**config.mk**
```make
export PLATFORM = sky130hd
export DESIGN_NAME = erx_burst_unpack_flat
export DESIGN_NICKNAME = d
export VERILOG_FILES = /design/src/rtl/erx_burst_unpack_pkg.sv /design/src/rtl/erx_burst_unpack_if.sv /design/src/rtl/erx_chan_fifo.sv /design/src/rtl/erx_burst_unpack.sv /design/src/flat_wrapper.sv
export SDC_FILE = /design/constraint.sdc
export NUM_CORES = 1
export LEC_CHECK = 0
export CAP_MARGIN = 10
export CORE_ASPECT_RATIO = 0.5
export CORE_UTILIZATION = 45
export DETAILED_ROUTE_END_ITERATION = 10
export PLACE_DENSITY_LB_ADDON = 0.08
export SYNTH_ARGS = -nofsm -noshare
export SYNTH_HDL_FRONTEND = slang
export SYNTH_HIERARCHICAL = 1
export SYNTH_SLANG_ARGS = --single-unit
```
**constraint.sdc**
```tcl
create_clock -name rx_lclk_div4 -period 7.2 [get_ports rx_lclk_div4]
set_input_delay 1.44 -clock rx_lclk_div4 [delete_from_list [all_inputs] [get_ports rx_lclk_div4]]
set_output_delay 1.44 -clock rx_lclk_div4 [all_outputs]
set_load 0.02 [all_outputs]
```
**src/rtl/erx_burst_unpack_pkg.sv**
```systemverilog
// Shared elink definitions: emesh packet layout, datamode encoding and burst stride.
package erx_burst_unpack_pkg;

    localparam int PKT_W        = 104;

    localparam int OFS_ACCESS   = 0;
    localparam int OFS_WRITE    = 1;
    localparam int OFS_DATAMODE = 2;
    localparam int OFS_CTRLMODE = 4;
    localparam int OFS_DSTADDR  = 8;
    localparam int OFS_DATA     = 40;
    localparam int OFS_SRCADDR  = 72;

    localparam logic [1:0] DMODE_BYTE   = 2'b00;
    localparam logic [1:0] DMODE_HALF   = 2'b01;
    localparam logic [1:0] DMODE_WORD   = 2'b10;
    localparam logic [1:0] DMODE_DOUBLE = 2'b11;

    localparam logic [31:0] BURST_STRIDE = 32'd8;

    // Field order mirrors the bit offsets above, MSB first.
    typedef struct packed {
        logic [31:0] srcaddr;
        logic [31:0] data;
        logic [31:0] dstaddr;
        logic [3:0]  ctrlmode;
        logic [1:0]  datamode;
        logic        write;
        logic        access;
    } pkt_t;

endpackage

```
**src/rtl/erx_burst_unpack_if.sv**
```systemverilog
// Bundle of the RX input stream, the write/read output channels and the error flags.
interface erx_burst_unpack_if #(parameter int PW = 104);

    logic          rx_access;
    logic          rx_burst;
    logic [PW-1:0] rx_packet;
    logic          rx_wr_wait;
    logic          rx_rd_wait;
    logic          wr_access;
    logic [PW-1:0] wr_packet;
    logic          wr_wait;
    logic          rd_access;
    logic [PW-1:0] rd_packet;
    logic          rd_wait;
    logic          err_burst;
    logic          err_overflow;
    logic          err_clear;

    modport master (
        output rx_access, rx_burst, rx_packet, wr_wait, rd_wait, err_clear,
        input  rx_wr_wait, rx_rd_wait, wr_access, wr_packet, rd_access, rd_packet,
               err_burst, err_overflow
    );

    modport slave (
        input  rx_access, rx_burst, rx_packet, wr_wait, rd_wait, err_clear,
        output rx_wr_wait, rx_rd_wait, wr_access, wr_packet, rd_access, rd_packet,
               err_burst, err_overflow
    );

endinterface

```
**src/rtl/erx_chan_fifo.sv**
```systemverilog
// DEPTH-entry channel buffer with registered almost-full; head visible the cycle after push.
// A push into a full buffer lands only alongside a pop, otherwise it is dropped and flagged.
module erx_chan_fifo #(
    parameter int DEPTH = 4,
    parameter int PW    = 104,
    parameter int AFULL = 2
) (
    input  logic          clk,
    input  logic          rst,
    input  logic          i_push,
    input  logic [PW-1:0] i_push_dat,
    input  logic          i_pop,
    output logic          o_vld,
    output logic [PW-1:0] o_head,
    output logic          o_afull,
    output logic          o_drop
);

    localparam int AW = $clog2(DEPTH);
    localparam int CW = AW + 1;
    localparam logic [CW-1:0] DEPTH_C = CW'(DEPTH);
    localparam logic [CW-1:0] AFULL_C = CW'(AFULL);

    logic [PW-1:0] r_mem [DEPTH];
    logic [CW-1:0] r_wr_ptr;
    logic [CW-1:0] r_rd_ptr;
    logic          r_afull;

    logic [CW-1:0] w_count;
    logic [CW-1:0] w_count_nxt;
    logic          w_empty;
    logic          w_full;
    logic          w_push_acc;
    logic          w_pop_acc;

    assign w_count     = r_wr_ptr - r_rd_ptr;
    assign w_empty     = (w_count == '0);
    assign w_full      = (w_count == DEPTH_C);
    assign w_pop_acc   = i_pop & ~w_empty;
    assign w_push_acc  = i_push & (~w_full | w_pop_acc);
    assign w_count_nxt = w_count + {{AW{1'b0}}, w_push_acc} - {{AW{1'b0}}, w_pop_acc};

    always_ff @(posedge clk or posedge rst) begin
        if (rst) begin
            r_wr_ptr <= '0;
            r_rd_ptr <= '0;
            r_afull  <= 1'b0;
        end else begin
            if (w_push_acc) r_wr_ptr <= r_wr_ptr + 1'b1;
            if (w_pop_acc)  r_rd_ptr <= r_rd_ptr + 1'b1;
            r_afull <= (w_count_nxt >= AFULL_C);
        end
    end

    // Storage needs no reset: the head is masked whenever the buffer is empty.
    always_ff @(posedge clk) begin
        if (w_push_acc) r_mem[r_wr_ptr[AW-1:0]] <= i_push_dat;
    end

    assign o_vld   = ~w_empty;
    assign o_head  = w_empty ? '0 : r_mem[r_rd_ptr[AW-1:0]];
    assign o_afull = r_afull;
    assign o_drop  = i_push & ~w_push_acc;

endmodule

```
**src/rtl/erx_burst_unpack.sv**
```systemverilog
// Rebuilds burst dstaddrs and splits RX traffic into write/read channels; 2-cycle latency.
// Input cannot stall: pushback comes from registered almost-full, overflowing packets are dropped.
module erx_burst_unpack
    import erx_burst_unpack_pkg::*;
#(
    parameter int PW    = 104,
    parameter int DEPTH = 4,
    parameter int AFULL = 2
) (
    input  logic              rx_lclk_div4,
    input  logic              erx_reset,
    erx_burst_unpack_if.slave bus
);

    pkt_t        w_in;
    pkt_t        w_dec;
    logic        w_is_wr;
    logic        w_burst_hit;
    logic        w_burst_err;
    logic [31:0] w_dst;

    logic        r_s1_vld;
    logic        r_s1_wr;
    pkt_t        r_s1_pkt;
    logic        r_burst_ok;
    logic [31:0] r_last_addr;
    logic        r_err_burst;
    logic        r_err_ovf;

    logic        w_wr_vld;
    logic        w_rd_vld;
    logic        w_wr_afull;
    logic        w_rd_afull;
    logic        w_wr_drop;
    logic        w_rd_drop;
    logic [PW-1:0] w_wr_head;
    logic [PW-1:0] w_rd_head;

    assign w_in    = pkt_t'(bus.rx_packet);
    assign w_is_wr = w_in.write;

    // Only a write continuing a double-word write may reuse the tracked address.
    assign w_burst_hit = bus.rx_burst & r_burst_ok & w_is_wr;
    assign w_burst_err = bus.rx_access & bus.rx_burst & ~w_burst_hit;
    assign w_dst       = w_burst_hit ? (r_last_addr + BURST_STRIDE) : w_in.dstaddr;

    always_comb begin
        w_dec         = w_in;
        w_dec.dstaddr = w_dst;
    end

    always_ff @(posedge rx_lclk_div4 or posedge erx_reset) begin
        if (erx_reset) begin
            r_s1_vld    <= 1'b0;
            r_s1_wr     <= 1'b0;
            r_s1_pkt    <= '0;
            r_burst_ok  <= 1'b0;
            r_last_addr <= '0;
        end else begin
            r_s1_vld <= bus.rx_access;
            if (bus.rx_access) begin
                r_s1_wr  <= w_is_wr;
                r_s1_pkt <= w_dec;
                if (w_is_wr) begin
                    r_last_addr <= w_dst;
                    r_burst_ok  <= (w_in.datamode == DMODE_DOUBLE);
                end else begin
                    r_burst_ok  <= 1'b0;
                end
            end
        end
    end

    always_ff @(posedge rx_lclk_div4 or posedge erx_reset) begin
        if (erx_reset) begin
            r_err_burst <= 1'b0;
            r_err_ovf   <= 1'b0;
        end else begin
            if (w_burst_err)         r_err_burst <= 1'b1;
            else if (bus.err_clear)  r_err_burst <= 1'b0;
            if (w_wr_drop | w_rd_drop) r_err_ovf <= 1'b1;
            else if (bus.err_clear)    r_err_ovf <= 1'b0;
        end
    end

    erx_chan_fifo #(.DEPTH(DEPTH), .PW(PW), .AFULL(AFULL)) u_wr_fifo (
        .clk        (rx_lclk_div4),
        .rst        (erx_reset),
        .i_push     (r_s1_vld & r_s1_wr),
        .i_push_dat (PW'(r_s1_pkt)),
        .i_pop      (~bus.wr_wait),
        .o_vld      (w_wr_vld),
        .o_head     (w_wr_head),
        .o_afull    (w_wr_afull),
        .o_drop     (w_wr_drop)
    );

    erx_chan_fifo #(.DEPTH(DEPTH), .PW(PW), .AFULL(AFULL)) u_rd_fifo (
        .clk        (rx_lclk_div4),
        .rst        (erx_reset),
        .i_push     (r_s1_vld & ~r_s1_wr),
        .i_push_dat (PW'(r_s1_pkt)),
        .i_pop      (~bus.rd_wait),
        .o_vld      (w_rd_vld),
        .o_head     (w_rd_head),
        .o_afull    (w_rd_afull),
        .o_drop     (w_rd_drop)
    );

    assign bus.wr_access    = w_wr_vld;
    assign bus.wr_packet    = w_wr_head;
    assign bus.rd_access    = w_rd_vld;
    assign bus.rd_packet    = w_rd_head;
    assign bus.rx_wr_wait   = w_wr_afull;
    assign bus.rx_rd_wait   = w_rd_afull;
    assign bus.err_burst    = r_err_burst;
    assign bus.err_overflow = r_err_ovf;

endmodule
```
**src/flat_wrapper.sv**
```systemverilog
// flat-port wrapper written by rule: the top's interface ports become plain ports
module erx_burst_unpack_flat import erx_burst_unpack_pkg::*;
#(
    parameter int PW    = 104,
    parameter int DEPTH = 4,
    parameter int AFULL = 2
)
  (rx_lclk_div4, erx_reset, bus_rx_access, bus_rx_burst, bus_rx_packet, bus_wr_wait, bus_rd_wait, bus_err_clear, bus_rx_wr_wait, bus_rx_rd_wait, bus_wr_access, bus_wr_packet, bus_rd_access, bus_rd_packet, bus_err_burst, bus_err_overflow);
  erx_burst_unpack_if #(.PW(PW)) bus_i ();
  input  logic rx_lclk_div4;
  input  logic erx_reset;
  input wire logic [$bits(bus_i.rx_access)-1:0] bus_rx_access;
  input wire logic [$bits(bus_i.rx_burst)-1:0] bus_rx_burst;
  input wire logic [$bits(bus_i.rx_packet)-1:0] bus_rx_packet;
  input wire logic [$bits(bus_i.wr_wait)-1:0] bus_wr_wait;
  input wire logic [$bits(bus_i.rd_wait)-1:0] bus_rd_wait;
  input wire logic [$bits(bus_i.err_clear)-1:0] bus_err_clear;
  output wire logic [$bits(bus_i.rx_wr_wait)-1:0] bus_rx_wr_wait;
  output wire logic [$bits(bus_i.rx_rd_wait)-1:0] bus_rx_rd_wait;
  output wire logic [$bits(bus_i.wr_access)-1:0] bus_wr_access;
  output wire logic [$bits(bus_i.wr_packet)-1:0] bus_wr_packet;
  output wire logic [$bits(bus_i.rd_access)-1:0] bus_rd_access;
  output wire logic [$bits(bus_i.rd_packet)-1:0] bus_rd_packet;
  output wire logic [$bits(bus_i.err_burst)-1:0] bus_err_burst;
  output wire logic [$bits(bus_i.err_overflow)-1:0] bus_err_overflow;
  assign bus_i.rx_access = bus_rx_access;
  assign bus_i.rx_burst = bus_rx_burst;
  assign bus_i.rx_packet = bus_rx_packet;
  assign bus_i.wr_wait = bus_wr_wait;
  assign bus_i.rd_wait = bus_rd_wait;
  assign bus_i.err_clear = bus_err_clear;
  assign bus_rx_wr_wait = bus_i.rx_wr_wait;
  assign bus_rx_rd_wait = bus_i.rx_rd_wait;
  assign bus_wr_access = bus_i.wr_access;
  assign bus_wr_packet = bus_i.wr_packet;
  assign bus_rd_access = bus_i.rd_access;
  assign bus_rd_packet = bus_i.rd_packet;
  assign bus_err_burst = bus_i.err_burst;
  assign bus_err_overflow = bus_i.err_overflow;
  erx_burst_unpack #(.PW(PW), .DEPTH(DEPTH), .AFULL(AFULL)) u_core (.rx_lclk_div4(rx_lclk_div4), .erx_reset(erx_reset), .bus(bus_i));
endmodule
```
======== After elaboration in Yosys (flattened, before gate mapping) ========
Memories as Yosys holds them, arrays and structs flattened.
Cells that the tools add are included.
storage, ports and cells
  register bits ........................... 154
  bits in writable memories ............... 832
  input bits .............................. 111
  output and inout bits ................... 214
  word-level logic and storage cells ...... 77
  memories ................................ 2
memories
  memory                  words  bits a word  rd ports  clocked after Yosys merged registers in  wr ports  line                 RTL
  u_core.u_rd_fifo.r_mem  4      104          1         0                                        1         erx_chan_fifo.sv:24  logic [PW-1:0] r_mem [DEPTH];
  u_core.u_wr_fifo.r_mem  4      104          1         0                                        1         erx_chan_fifo.sv:24
operators by class
  $add $sub $neg .......................... 11
  $lt $le $gt $ge ......................... 2
  eq/ne operators ......................... 3
  mux-type cells .......................... 11
  bitwise logic cells ..................... 25
  reductions and logical operators ........ 5
operators by type and width
  operator                                              count
  two-way mux 104 bit                                   2
  adder 32 x 4 -> 32 bit (second input constant)        1
  two-way mux 32 bit                                    1
  adder 3 x 1 -> 3 bit (second input constant)          4
  bitwise AND 1 bit                                     12
  NOT 1 bit                                             10
  two-way mux 1 bit                                     8
  adder 3 x 1 -> 3 bit                                  2
  equality test 3 bit (second input constant)           2
  >= comparator 3 x 2 -> 1 bit (second input constant)  2
  zero test 3 bit                                       2
  subtractor 3 x 1 -> 3 bit                             2
  subtractor 3 bit                                      2
  nonzero test 2 bit                                    2
  OR 1 bit                                              3
  equality test 2 bit (second input constant)           1
  AND reduction 2 bit                                   1

======== Logic depth before layout (Yosys ltp) ========
  word-level depth ........................ 10
  gate-level depth with buffers ........... 12
  mapped depth without buffers ............ 12

======== Modules after synthesis ========
Netlist, hierarchy kept.
by module, submodules not included
  module                            instances  cells each  area an instance (um^2)
  erx_chan_fifo (u_core.u_rd_fifo)  1          713         16,709.8
  erx_chan_fifo (u_core.u_wr_fifo)  1          713         16,263.1
  erx_burst_unpack                  1          596         6,536.3

======== Worst setup path after synthesis ========
OpenSTA, ideal clock, no wires.
  path kind ............................... input to register
  start ................................... in bus_wr_wait
  end ..................................... mem u_core.u_wr_fifo.r_mem[3][0] (enable)
  data arrival time ....................... 6,077 ps
  required time ........................... 6,632 ps
  path slack .............................. 556 ps
  stages .................................. 4
  path buffers ............................ 0
  cell sequence ........................... inv_1 nand3b_1 nor2_1 nor2_1
on the way
  cells in the longest elaborated chain, start to end .. 6
ends and longest elaborated chain
  what                                     line                    RTL
  from (decl)                              flat_wrapper.sv:15      input wire logic [$bits(bus_i.wr_wait)-1:0] bus_wr_wait;
  NOT 1 bit                                erx_burst_unpack.sv:91  .i_pop (~bus.wr_wait),
  bitwise AND 1 bit                        erx_chan_fifo.sv:39     assign w_pop_acc = i_pop & ~w_empty;
  OR 1 bit                                 erx_chan_fifo.sv:40     assign w_push_acc = i_push & (~w_full | w_pop_acc);
  bitwise AND 1 bit                        erx_chan_fifo.sv:40
  two-way mux 1 bit                        erx_chan_fifo.sv:57     if (w_push_acc) r_mem[r_wr_ptr[AW-1:0]] <= i_push_dat;
  two-way mux 1 bit (implied by the code)  erx_chan_fifo.sv:57
  to (decl)                                erx_chan_fifo.sv:24
Every way passes these cells.

======== Worst setup path in the final report ========
  start ................................... reg u_core.u_rd_fifo.r_rd_ptr[0]
  end ..................................... out bus_rd_packet[7]
on the way
  cells in the longest elaborated chain, start to end .. 3
  elaborated cells on any way between the ends .. 4
ends and longest elaborated chain
  what                     line                 RTL
  from (decl)              erx_chan_fifo.sv:26  logic [CW-1:0] r_rd_ptr;
  from (signal assigned)   erx_chan_fifo.sv:50  if (w_pop_acc) r_rd_ptr <= r_rd_ptr + 1'b1;
  subtractor 3 bit         erx_chan_fifo.sv:36  assign w_count = r_wr_ptr - r_rd_ptr;
  zero test 3 bit          erx_chan_fifo.sv:37  assign w_empty = (w_count == '0);
  two-way mux 104 bit (*)  erx_chan_fifo.sv:61  assign o_head = w_empty ? '0 : r_mem[r_rd_ptr[AW-1:0]];
  to (decl)                flat_wrapper.sv:23   output wire logic [$bits(bus_i.rd_packet)-1:0] bus_rd_packet;
Mark *: on every way between the ends. The rest lies on a longest branch, timed or not.

==> results by group <==
Status
  – Status: completed

STA
  – Ratio of final minimum period to clock period: 84.2%
  – Final setup violation count: 0
  – RSZ-0062 raised after global routing: no
  – Sum Neg Setup Slack: 0 ns
  – Final Max Slew Viols: 0
  – FMAX: 165 MHz
  – Final hold violations: 0
  – Final min period: 6.06 ns
  – Final Hold Slack: 0.511 ns
  – Worst Tran Pin Value: 1.08 ns
  – Slew HR: 28.0%
  – Worst Skew: 0.0220 ns

Floorplanning
  – Starting Density: 45.7%
  – Height of the die: 212 µm
  – Core area: 86500 µm²
  – Horiz. Die Dim: 421 µm
  – Rows: 76
  – Top Ports: 325
  – Die area: 89100 µm²

Global routing
  – First-pass GRT wire length: 135 mm
  – Overflow after GRT: 0
  – Vias in the first global route: 20026
  – Largest net degree at the start of global routing: 88
  – Tot GR Track Use: 20.7%
  – Antenna violations before repair: 0

Drt
  – DR pass1 iterations: 6
  – Vias per inst: 5.44
  – Vias: 19561
  – WL/cell: 25.3 µm
  – Starting DRT DRC Count: 1607
  – Final ANT Viol Nets: 0
  – Final wirelength: 91.1 mm
  – DRC Markers: 0

Critical path
  – CP arrival: 4.62 ns
  – Crit Path Class: register to output port
  – Critical Path Sink Type: output port
  – CP Launch Type: register
  – CP max stage cell: and2b_4
  – Max incr delay on CP: 0.87 ns
  – Largest fanout on the critical path: 57
  – Req. time, crit path: 5.76 ns
  – Delay-heaviest family, CP: simple AND/OR/NAND/NOR gates
  – WP buf/inv: 2
  – Worst-path cell chain: ha_1 > fa_1 > xnor3_2 > and2b_4 > buf_12 > nor2b_1 > clkdlybuf4s50_1
  – R2r setup slk: 3.13 ns

Synthesis
  – Synthesized area: 39500 µm²
  – Register area share after synthesis: 73.0%
  – Number of flops mapped to enable cells by yosys: 832
  – Yosys reg bits: 986
  – Synth area leader: edfxtp_1
  – Async S/R FF share, synth: 15.6%
  – Post-Synthesis Cells: 2022
  – Main synth FF type: edfxtp_1
  – YS warnings: 6
  – Top post-synthesis cells by area: edfxtp_1 (63%), mux4_2 (12%), dfrtp_1 (9.8%), mux2_2 (2.5%), nor2b_1 (2.3%)
  – Yosys cell types: 73
  – Mean Syn Cell Area: 19.5 µm²
  – Share of the synthesized area in the top cell type: 63.2%
  – Syn nets: 2152

Clock tree
  – Post-CTS Setup Bufs: 0
  – CTS tree: yes
  – Clk buf depth: 3
  – Resized Gates After CTS: 0
  – Sinks on Clock Net: 986
  – Clk_lat worst skew: 0.67 ns
  – Number of buffers created by CTS: 85
  – Hold_buf cts: 0
  – H-tree levels: 3
  – Clk root buf: clkbuf_16
  – CTS clk-pin slew, worst paths: 0.07 ns

Flow run
  – MaxCap Viol Count: 0

Cells and area
  – Non-Filler Instances: 3597
  – Layout cells sized above 1: 22.6%
  – Fin util: 54.1%
  – Final net count: 2484
  – Finished Cell Area: 46800 µm²
  – Area growth syn-to-layout: 18.6%

Place
  – Placer Congestion: 0.731
  – Area after DPL: 44000 µm²
  – Buffers added on ports: 324
  – Hpwl dp: 51.0 mm
  – Placed insts: 3437

Power
  – Leakage: 0.0159 µW
  – Total power divided by cell area: 463 nW/µm²
  – Peak supply drop: 0.343 mV

Hold path
  – Min-delay worst type: register to register
[layout make-up]
type / instances / area [µm²]
Clock inverter: 45 / 422
Sequential cell: 986 / 28900
Fill cell: 6865 / 39700
Tap cell: 1170 / 1460
Inverter: 37 / 144
Timing Repair Buffer: 358 / 3610
Multi-Input combinational cell: 886 / 9950
Antenna cell: 1 / 2.50
Clock buffer: 114 / 2400
[cell usage after synthesis (all sizes together), types with 5 or more instances]
cell type and n:
xor2 12, and3 13, a22oi 5, dfrtp 154, o21ai 47, nor3 7, nor2b 198, ha 15
nor2 40, or3 5, and2 6, mux2i 6, nand3 39, xnor2 19, mux4 208, mux2 88
buf 58, and2b 20, o221ai 7, edfxtp 832, inv 37, a31oi 13, nand2 49, a21oi 18
clkbuf 55, nand4 16, o22ai 6
[worst reg2reg max path: cells and delay by family, from the launching register on]
kind	cells	cell delay (ns)
and+or+nand+nor	2	1.08
xor gates and xnor gates	1	0.52
buffers and inverters	1	0.48
DFF	1	0.78
adders and majority gates	2	0.80
[sequential cells by signal, indices dropped and copies added (netlist names), 3 cells and up]
name	cells
u_core/r_last_addr	32
u_core/r_s1_pkt	104
u_core/u_rd_fifo/r_mem	416
u_core/u_rd_fifo/r_rd_ptr	3
u_core/u_rd_fifo/r_wr_ptr	3
u_core/u_wr_fifo/r_mem	416
u_core/u_wr_fifo/r_rd_ptr	3
u_core/u_wr_fifo/r_wr_ptr	3
[through the flow]
step                power [µW]  setup WS, ns
floorplan                13400         0.556
global placement         17300          1.80
detailed placement       17400          1.70
CTS                      22100         0.976
global route             22700         0.863
finish                   21700          1.14
[kinds of logic after synthesis]
| kind of cell | synth area share (%) |
|---|---|
| mux | 14.5 |
| xor+xnor | 0.808 |
| flops | 73.0 |
| simple gates | 7.07 |
| fa+ha+maj | 0.678 |
| buf+inv | 1.96 |
| compound gates | 1.96 |
[final timing paths]
path                                              start  cells after the start                             to
setup / recovery           u_core/u_rd_fifo/r_rd_ptr[0]                      7               bus_rd_packet[7]
hold / removal                    u_core/r_last_addr[1]                      1          u_core/r_last_addr[1]
setup reg to reg           u_core/u_rd_fifo/r_rd_ptr[0]                      6  u_core/u_rd_fifo/r_mem[0][65]
hold reg to reg                   u_core/r_last_addr[1]                      1          u_core/r_last_addr[1]
max in group asynchronous                     erx_reset                      3         u_core/r_last_addr[16]
min in group asynchronous                     erx_reset                      2   u_core/u_wr_fifo/r_wr_ptr[0]
[placed cells by master (no fill, tap or decap), types with 19 or more instances in the layout]
cell and n:
nor2b_4 51, dfrtp_1 150, mux2_2 86, nand3_1 37
nand2_1 47, o21ai_0 44, and2b_1 19, edfxtp_1 832
mux4_2 208, buf_4 25, clkdlybuf4s50_1 323, clkbuf_16 88
inv_1 36, xnor2_1 19, nor2_1 38, nor2b_1 147
[per-layer routing]
metal | vias up | part of all wire [%] | GRT usage, %
met4 | 0 | 1.7 | 4.95
met2 | 351 | 51 | 34.9
li1 | 8594 | - | -
met3 | 111 | 3.3 | 3.02
met5 | - | 0 | 0
met1 | 10505 | 44 | 28.5
[power breakdown]
part | total [µW] | internal [µW] | leakage, µW | switching [µW]
Clock | 4670 | 2600 | 0.00139 | 2070
Combinational | 9370 | 4510 | 0.00512 | 4860
Sequential | 7640 | 7050 | 0.00937 | 587
(Power assumes the default switching activity.)
